[src/rtl/snake_ctrl.sv]
// Game sequencer for snake_field: button edge detect, step pacing that speeds up with length, game FSM.
// All outputs registered; a press appears one cycle later. No backpressure: pulses are fire-and-forget.
module snake_ctrl #(
  parameter int SIZE_X      = 10,
  parameter int SIZE_Y      = 10,
  parameter int SBITS       = $clog2(SIZE_X*SIZE_Y),
  parameter int STEP_PERIOD = 25_000_000,
  parameter int STEP_MIN    = 5_000_000,
  parameter int STEP_DEC    = 1_000_000,
  parameter int TBITS       = $clog2(STEP_PERIOD+1)
) (
  input  logic             clk,
  input  logic             rst_n,
  input  logic             btn_up,
  input  logic             btn_right,
  input  logic             btn_down,
  input  logic             btn_left,
  input  logic             btn_start,
  input  logic             snake_alive,
  input  logic [SBITS-1:0] snake_len,
  output logic             start,
  output logic             step,
  output logic [1:0]       snake_dir,
  output logic [SBITS-1:0] seed,
  output logic [1:0]       game_state,
  output logic             game_won
);

  localparam int CELLS = SIZE_X * SIZE_Y;
  localparam logic [TBITS-1:0] PERIOD_T = TBITS'(STEP_PERIOD);
  localparam logic [TBITS-1:0] MIN_T    = TBITS'(STEP_MIN);
  localparam logic [TBITS-1:0] DEC_T    = TBITS'(STEP_DEC);

  typedef enum logic [1:0] {IDLE = 2'd0, PLAY = 2'd1, OVER = 2'd2} state_t;

  state_t           state, state_n;
  logic [TBITS-1:0] timer, timer_n, period, period_n;
  logic [SBITS-1:0] prev_len, prev_len_n, seed_n;
  logic             start_n, step_n, won_n;
  logic [1:0]       dir_n;
  logic [4:0]       btn_now, btn_prev, press;

  assign btn_now    = {btn_start, btn_up, btn_right, btn_down, btn_left};
  assign press      = btn_now & ~btn_prev;
  assign game_state = state;

  always_comb begin
    state_n    = state;
    start_n    = 1'b0;
    step_n     = 1'b0;
    timer_n    = timer;
    period_n   = period;
    prev_len_n = prev_len;
    dir_n      = snake_dir;
    won_n      = game_won;
    seed_n     = (32'(seed) == CELLS - 1) ? '0 : seed + SBITS'(1);

    if (press[4]) begin
      state_n    = PLAY;
      start_n    = 1'b1;
      timer_n    = PERIOD_T;
      period_n   = PERIOD_T;
      prev_len_n = SBITS'(4);
      dir_n      = 2'd1;
      won_n      = 1'b0;
    end else if (state == PLAY) begin
      // Field feedback is stale while start is high; the timer still runs so the first step lands at start+period.
      if (!start) begin
        if      (press[3]) dir_n = 2'd0;
        else if (press[2]) dir_n = 2'd1;
        else if (press[1]) dir_n = 2'd2;
        else if (press[0]) dir_n = 2'd3;
        if (snake_len != prev_len) begin
          prev_len_n = snake_len;
          period_n   = (32'(period) > STEP_MIN + STEP_DEC) ? period - DEC_T : MIN_T;
        end
      end
      if (!start && !snake_alive) begin
        state_n = OVER;
        won_n   = 1'b0;
      end else if (!start && 32'(snake_len) == CELLS) begin
        state_n = OVER;
        won_n   = 1'b1;
      end else if (timer == TBITS'(1)) begin
        step_n  = 1'b1;
        timer_n = period;
      end else if (timer != '0) begin
        timer_n = timer - TBITS'(1);
      end
    end
  end

  always_ff @(posedge clk or negedge rst_n) begin
    if (!rst_n) begin
      state     <= IDLE;
      start     <= 1'b0;
      step      <= 1'b0;
      snake_dir <= 2'd1;
      seed      <= '0;
      game_won  <= 1'b0;
      timer     <= '0;
      period    <= PERIOD_T;
      prev_len  <= SBITS'(4);
      btn_prev  <= '0;
    end else begin
      state     <= state_n;
      start     <= start_n;
      step      <= step_n;
      snake_dir <= dir_n;
      seed      <= seed_n;
      game_won  <= won_n;
      timer     <= timer_n;
      period    <= period_n;
      prev_len  <= prev_len_n;
      btn_prev  <= btn_now;
    end
  end

endmodule

[config.mk]
export PLATFORM = sky130hd
export DESIGN_NAME = snake_ctrl
export DESIGN_NICKNAME = d
export VERILOG_FILES = /design/src/rtl/snake_ctrl.sv
export SDC_FILE = /design/constraint.sdc
export NUM_CORES = 1
export LEC_CHECK = 0
export ABC_CLOCK_PERIOD_IN_PS = 3000
export BUFFER_PORTS_ARGS = -buffer_cell sky130_fd_sc_hd__buf_2
export CAP_MARGIN = 5
export CORE_MARGIN = 8
export CORE_UTILIZATION = 50
export DETAILED_ROUTE_END_ITERATION = 7
export GPL_TIMING_DRIVEN = 0
export PLACE_DENSITY = 0.79
export SETUP_SLACK_MARGIN = 0.5
export SLEW_MARGIN = 10
export SYNTH_ARGS = -nofsm -noshare
export SYNTH_HDL_FRONTEND = slang
export SYNTH_SLANG_ARGS = --single-unit
[constraint.sdc]
create_clock -name clk -period 3 [get_ports clk]
set_input_delay 0.15 -clock clk [delete_from_list [all_inputs] [get_ports clk]]
set_output_delay 0.15 -clock clk [all_outputs]
set_load 0.005 [all_outputs]
[Yosys cells after proc, flatten, opt, wreduce, memory -nomap -nowiden]
Cells that the tools add are included.
Word-level totals
  register bits after elaboration: 76
  bits of input ports: 15
  output and inout bits: 14
  logic and storage cells: 75
Operators by class
  $add $sub $neg: 3
  $lt $le $gt $ge: 1
  equality and inequality tests: 8
  muxes and demuxes: 37
  bitwise logic cells: 2
  reductions and logical operators: 14
Operators by type and width (count)
  25-bit two-way mux: 11
  7-bit two-way mux: 5
  25-bit by 1-bit equality test with 1-bit output (second input constant): 1
  25-bit by 23-bit greater-than comparator with 1-bit output (second input constant): 1
  25-bit nonzero test: 1
  25-bit by 1-bit subtractor with 25-bit output (second input constant): 1
  25-bit by 20-bit subtractor with 25-bit output (second input constant): 1
  2-bit two-way mux: 11
  7-bit equality test (second input constant): 2
  1-bit two-way mux: 10
  7-bit by 1-bit adder with 7-bit output (second input constant): 1
  7-bit != test: 1
  3-bit AND reduction: 2
  3-bit nonzero test: 2
  5-bit AND: 1
  5-bit NOT: 1
  5-bit nonzero test: 1
  2-bit != test (second input constant): 2
  4-bit AND reduction: 1
  2-bit nonzero test: 2
  2-bit by 1-bit equality test with 1-bit output (second input constant): 1
  1-bit logical AND: 2
  1-bit zero test: 2
  2-bit by 1-bit != test with 1-bit output (second input constant): 1
  2-bit AND reduction: 1

[Longest topological paths before layout]
  depth in word-level cells: 9
  mapped depth: 9

[Least setup slack after synthesis]
OpenSTA, ideal clock, no wires.
  path type: register -> register
  start: reg timer[9]
  end: reg timer[23]
  setup time: 0.123 ns
  arrival: 2.231 ns
  required time: 2.877 ns
  setup slack: 0.646 ns
  cell stages (with the launch flop): 8
  path buffers: 1
  path through: dfrtp_1 or4_4 buf_6 or4_4 or3_4 nor3_2 o21ai_1 o2bb2ai_1
Between the ends
  cells in the longest elaborated chain, start to end: 7
RTL lines
  start, declared: RTL line 37  | logic [TBITS-1:0] timer, timer_n, period, period_n;
  start signal, assigned: RTL line 112  | timer <= timer_n;
  25-bit by 1-bit subtractor with 25-bit output: RTL line 88  | timer_n = timer - TBITS'(1);
  25-bit two-way mux: RTL line 87  | end else if (timer != '0) begin
  25-bit two-way mux: RTL line 84  | end else if (timer == TBITS'(1)) begin
  25-bit two-way mux: RTL line 81  | end else if (!start && 32'(snake_len) == CELLS) begin
  25-bit two-way mux: RTL line 78  | if (!start && !snake_alive) begin
  25-bit two-way mux: RTL line 66  | end else if (state == PLAY) begin
  25-bit two-way mux: RTL line 58  | if (press[4]) begin
Parallel ways exist; a longest one is shown, timed or not. The select of a mux whose other input is x is not followed.
A chain may end at the register's enable or synchronous reset.

[Worst setup path after layout]
  start: reg timer[11]
  end: reg timer[8]
Between the ends
  cells in the longest elaborated chain, start to end: 6
RTL lines (RTL line)
  25-bit by 1-bit equality test with 1-bit output: 84
  25-bit two-way mux: 84
  25-bit two-way mux: 81
  25-bit two-way mux: 78
  25-bit two-way mux: 66
  25-bit two-way mux: 58
Parallel ways exist; a longest one is shown, timed or not. The select of a mux whose other input is x is not followed.

==> flow_summary_export.csv <==
group,metric,value,unit
status,status,"complete, no violations",
global_route,grt_pass1_wl,17600,um
drt,top_layer,"met4",
global_route,grt_overflow,0,
placement,place_hpwl,7100,um
flow_run,maxCapViolCount,0,
sta,timing.final.crit_share,87.2,%
drt,wl_met1,4650,um
global_route,grt_usage,19.1,%
sta,drv_slew,0,
sta,finalHoldViolations,0,
sta,fmax,382,MHz
critical_path,crit_start,"timer[11]",
layout,area_delta_synth_final,23.9,%
die,num_io_pins,29,
layout,stdcell_count,631,
drt,wl_met2,5520,um
die,die_h,106,um
hold_path,hold_path_class,"input pin to flip-flop",
sta,tightest_slew,0.589,ns
die,chipWidth,106,um
layout,seq_area,1770,um^2
logic_synthesis,synth_cell_types,68,
clocking,path_clk_slew,0.08,ns
placement,port_buffers,28,
logic_synthesis,seq_area_frac_synth,43.7,%
logic_synthesis,syn_area_per_cell,8.93,um^2
critical_path,cp-end-kind,"flip-flop",
layout,finish.utilization,62.6,%
drt,firstDrtPassIters,5,
layout,most-common-layout-cells,"dfrtp_1, nand2_1, nor2_1",
logic_synthesis,synth-edff-count,0,
placement,dp.cells,587,
logic_synthesis,ys_async_sr_fraction,100,%
power_and_ir_drop,p_int,2360,uW
logic_synthesis,synth_flop_cell,"dfrtp_1",
logic_synthesis,netlist_instances,453,
layout,drive_gt1_share,25.9,%
clocking,htree_levels,3,
drt,vias_per_cell,6.16,
clocking,cts_tree,"built",
sta,skew,0.0100,ns
power_and_ir_drop,power.share.combinational,35.9,%
clocking,cts_buffers,9,
power_and_ir_drop,seqPwrFrac,38.7,%
clocking,insertion_delay,0.35,ns
global_route,grt_pass1_vias,3654,
sta,setup_viol,0,
layout,fin_nets,542,
sta,rsz0062_at_grt,"true",
clocking,clock_path_buffers,2,
drt,drt_iter0_markers,311,
power_and_ir_drop,ir_drop,491,uV
power_and_ir_drop,switchingPower,1470,uW
drt,routed_wl,11200,um
critical_path,critPathKind,"flip-flop to flip-flop",
drt,avgRoutedWirePerCell,17.7,um
critical_path,crit_arrival,2.84,ns
die,rows,33,
sta,max-slew-margin-rel,60.4,%
drt,dr_total_vias,3889,
layout,fillers,659,
die,start_util,50.5,%
clocking,cts-root-buf,"clkbuf_8",
logic_synthesis,syn_area,4050,um^2
power_and_ir_drop,powerDensity,763,nW/um^2
logic_synthesis,ys_warn_count,0,
critical_path,crit_fanout,6,
layout,layout_commonest_cell,"dfrtp_1",
critical_path,start_kind,"flip-flop",
critical_path,critPathRequiredTime,3.22,ns
logic_synthesis,ys_seq_elements,70,
drt,postRouteAntennaNets,0,
drt,dr_wl_met3,758,um
layout,multiInputGateArea,2230,um^2
power_and_ir_drop,clock_power_share,25.4,%
hold_path,hold_start,"snake_len[4]",
power_and_ir_drop,p_sw_share,38.3,%
drt,drc_errors,0,
sta,period_minus_slack,2.62,ns
placement,routabilityCongestion,0.922,
global_route,grt_max_degree,47,
sta,fin_setup_tns,0,ns
critical_path,reg2reg_from,"timer[11]",
power_and_ir_drop,p_leak,0.00214,uW
die,die_area,11200,um^2
global_route,antenna_found_initial,0,
clocking,cts.sink_count,70,
layout,diodes,0,
die,coreArea,8010,um^2
logic_synthesis,syn-num-nets,474,
## final cells by class
cell class,count,share of cell area (%)
multi-input cells,338,44.5
flip-flops and latches,70,35.3
repair buffers,56,7.96
clock buffers,10,2.75
plain buffers,21,2.65
well taps,105,2.62
clock inverters,6,2.32
inverters,25,1.90
## logic make-up (layout without fill, tap and decap cells)
family / Yosys count / after routing / synth area share, %
AND/OR/NAND/NOR: 175 / 176 / 23.4
flip-flops: 70 / 70 / 43.7
adder cells (fa/ha/maj): 6 / 6 / 1.86
XOR/XNOR: 14 / 14 / 3.03
AO/OA/AOI/OAI: 136 / 136 / 21.7
buffers and inverters: 46 / 118 / 4.79
multiplexers: 6 / 6 / 1.48
## per-stage QoR
step	setup slack, ns	instance area [um^2]	hold slack, ns	power, uW
2_1_floorplan	0.646	4050	-0.146	2320
3_3_place_gp	0.223	4320	0.270	2620
3_5_place_dp	0.181	4350	0.0820	2680
4_1_cts	0.519	4720	0.0839	3670
5_1_grt	0.380	5010	0.0838	4040
6_report	0.383	5010	0.0902	3820
## worst paths after layout
path                                    end  slack, ns  depth (start not counted)
max in group asynchronous        period[21]       2.15                          3
worst max register to register     timer[8]       0.38                          8
worst min register to register    timer[23]       0.51                          1
worst max-delay path               timer[8]       0.38                          8
worst min-delay path            prev_len[4]       0.09                          3
min in group asynchronous          timer[6]       0.25                          2
## flip-flops by register name, indices dropped and copies added, names as in the netlist
name and cells:
step 1, game_won 1, seed 7, period 19
btn_prev 5, timer 25, start 1, prev_len 7
game_state 2, snake_dir 2
## cells in the mapped netlist (3+ instances only)
| cell type | instances | area share, % |
|---|---|---|
| o21ai_0 | 41 | 5.1 |
| nand4_1 | 4 | 0.62 |
| mux2i_1 | 6 | 1.5 |
| a31oi_1 | 8 | 1.2 |
| dfstp_2 | 14 | 9.1 |
| or4_1 | 3 | 0.56 |
| nor2b_1 | 4 | 0.62 |
| and2_1 | 4 | 0.62 |
| nor3_1 | 18 | 2.2 |
| xor2_1 | 10 | 2.2 |
| inv_1 | 24 | 2.2 |
| ha_1 | 6 | 1.9 |
| xnor2_1 | 4 | 0.87 |
| a311oi_1 | 3 | 0.65 |
| or3_1 | 4 | 0.62 |
| clkbuf_1 | 15 | 1.4 |
| o31ai_1 | 4 | 0.74 |
| o2bb2ai_1 | 3 | 0.65 |
| nand2b_1 | 5 | 0.77 |
| a2bb2oi_1 | 6 | 1.3 |
| or3b_2 | 3 | 0.65 |
| or4_4 | 3 | 0.84 |
| nand2_1 | 42 | 3.9 |
| a21o_1 | 7 | 1.3 |
| dfrtp_1 | 56 | 35 |
| and3_1 | 7 | 1.1 |
| a22oi_1 | 6 | 1.1 |
| nand3_1 | 13 | 1.6 |
| nor2_1 | 39 | 3.6 |
| a21oi_1 | 31 | 3.8 |
| nor4_1 | 12 | 1.9 |
## metal layers
| layer | vias to the layer above | track usage, % |
|---|---|---|
| li1 | 1797 | - |
| met1 | 1900 | 24.6 |
| met2 | 169 | 30.6 |
| met3 | 23 | 4.84 |
| met4 | 0 | 6.43 |
| met5 | - | 0 |
## power by group through the flow
stage	clock network (uW)	registers [uW]	logic [uW]
CTS	978	1460	1230
detailed placement	0	1480	1200
global route	1020	1510	1510
floorplan	0	1400	920
global placement	0	1470	1160
finish	971	1480	1370
## worst max-delay path, stage by stage, from the launching register on
cell and delay, ns:
dfrtp_1 0.40, or4_4 0.54, buf_8 0.15, nor4b_4 0.49, nand3_2 0.26, and3_4 0.25
buf_6 0.14, a21oi_1 0.15, o22ai_1 0.10
## what timing repair did
| item | CTS | global route |
|---|---|---|
| pin swaps | 3 | 13 |
| endpoints found under the hold margin | 26 | 0 |
| cloned | 0 | 2 |
| gates resized for setup | 9 | 49 |
| setup endpoints to repair | 45 | 31 |
| hold buffers | 6 | 0 |
| buffers inserted | 4 | 16 |
(Power assumes the default switching activity.)
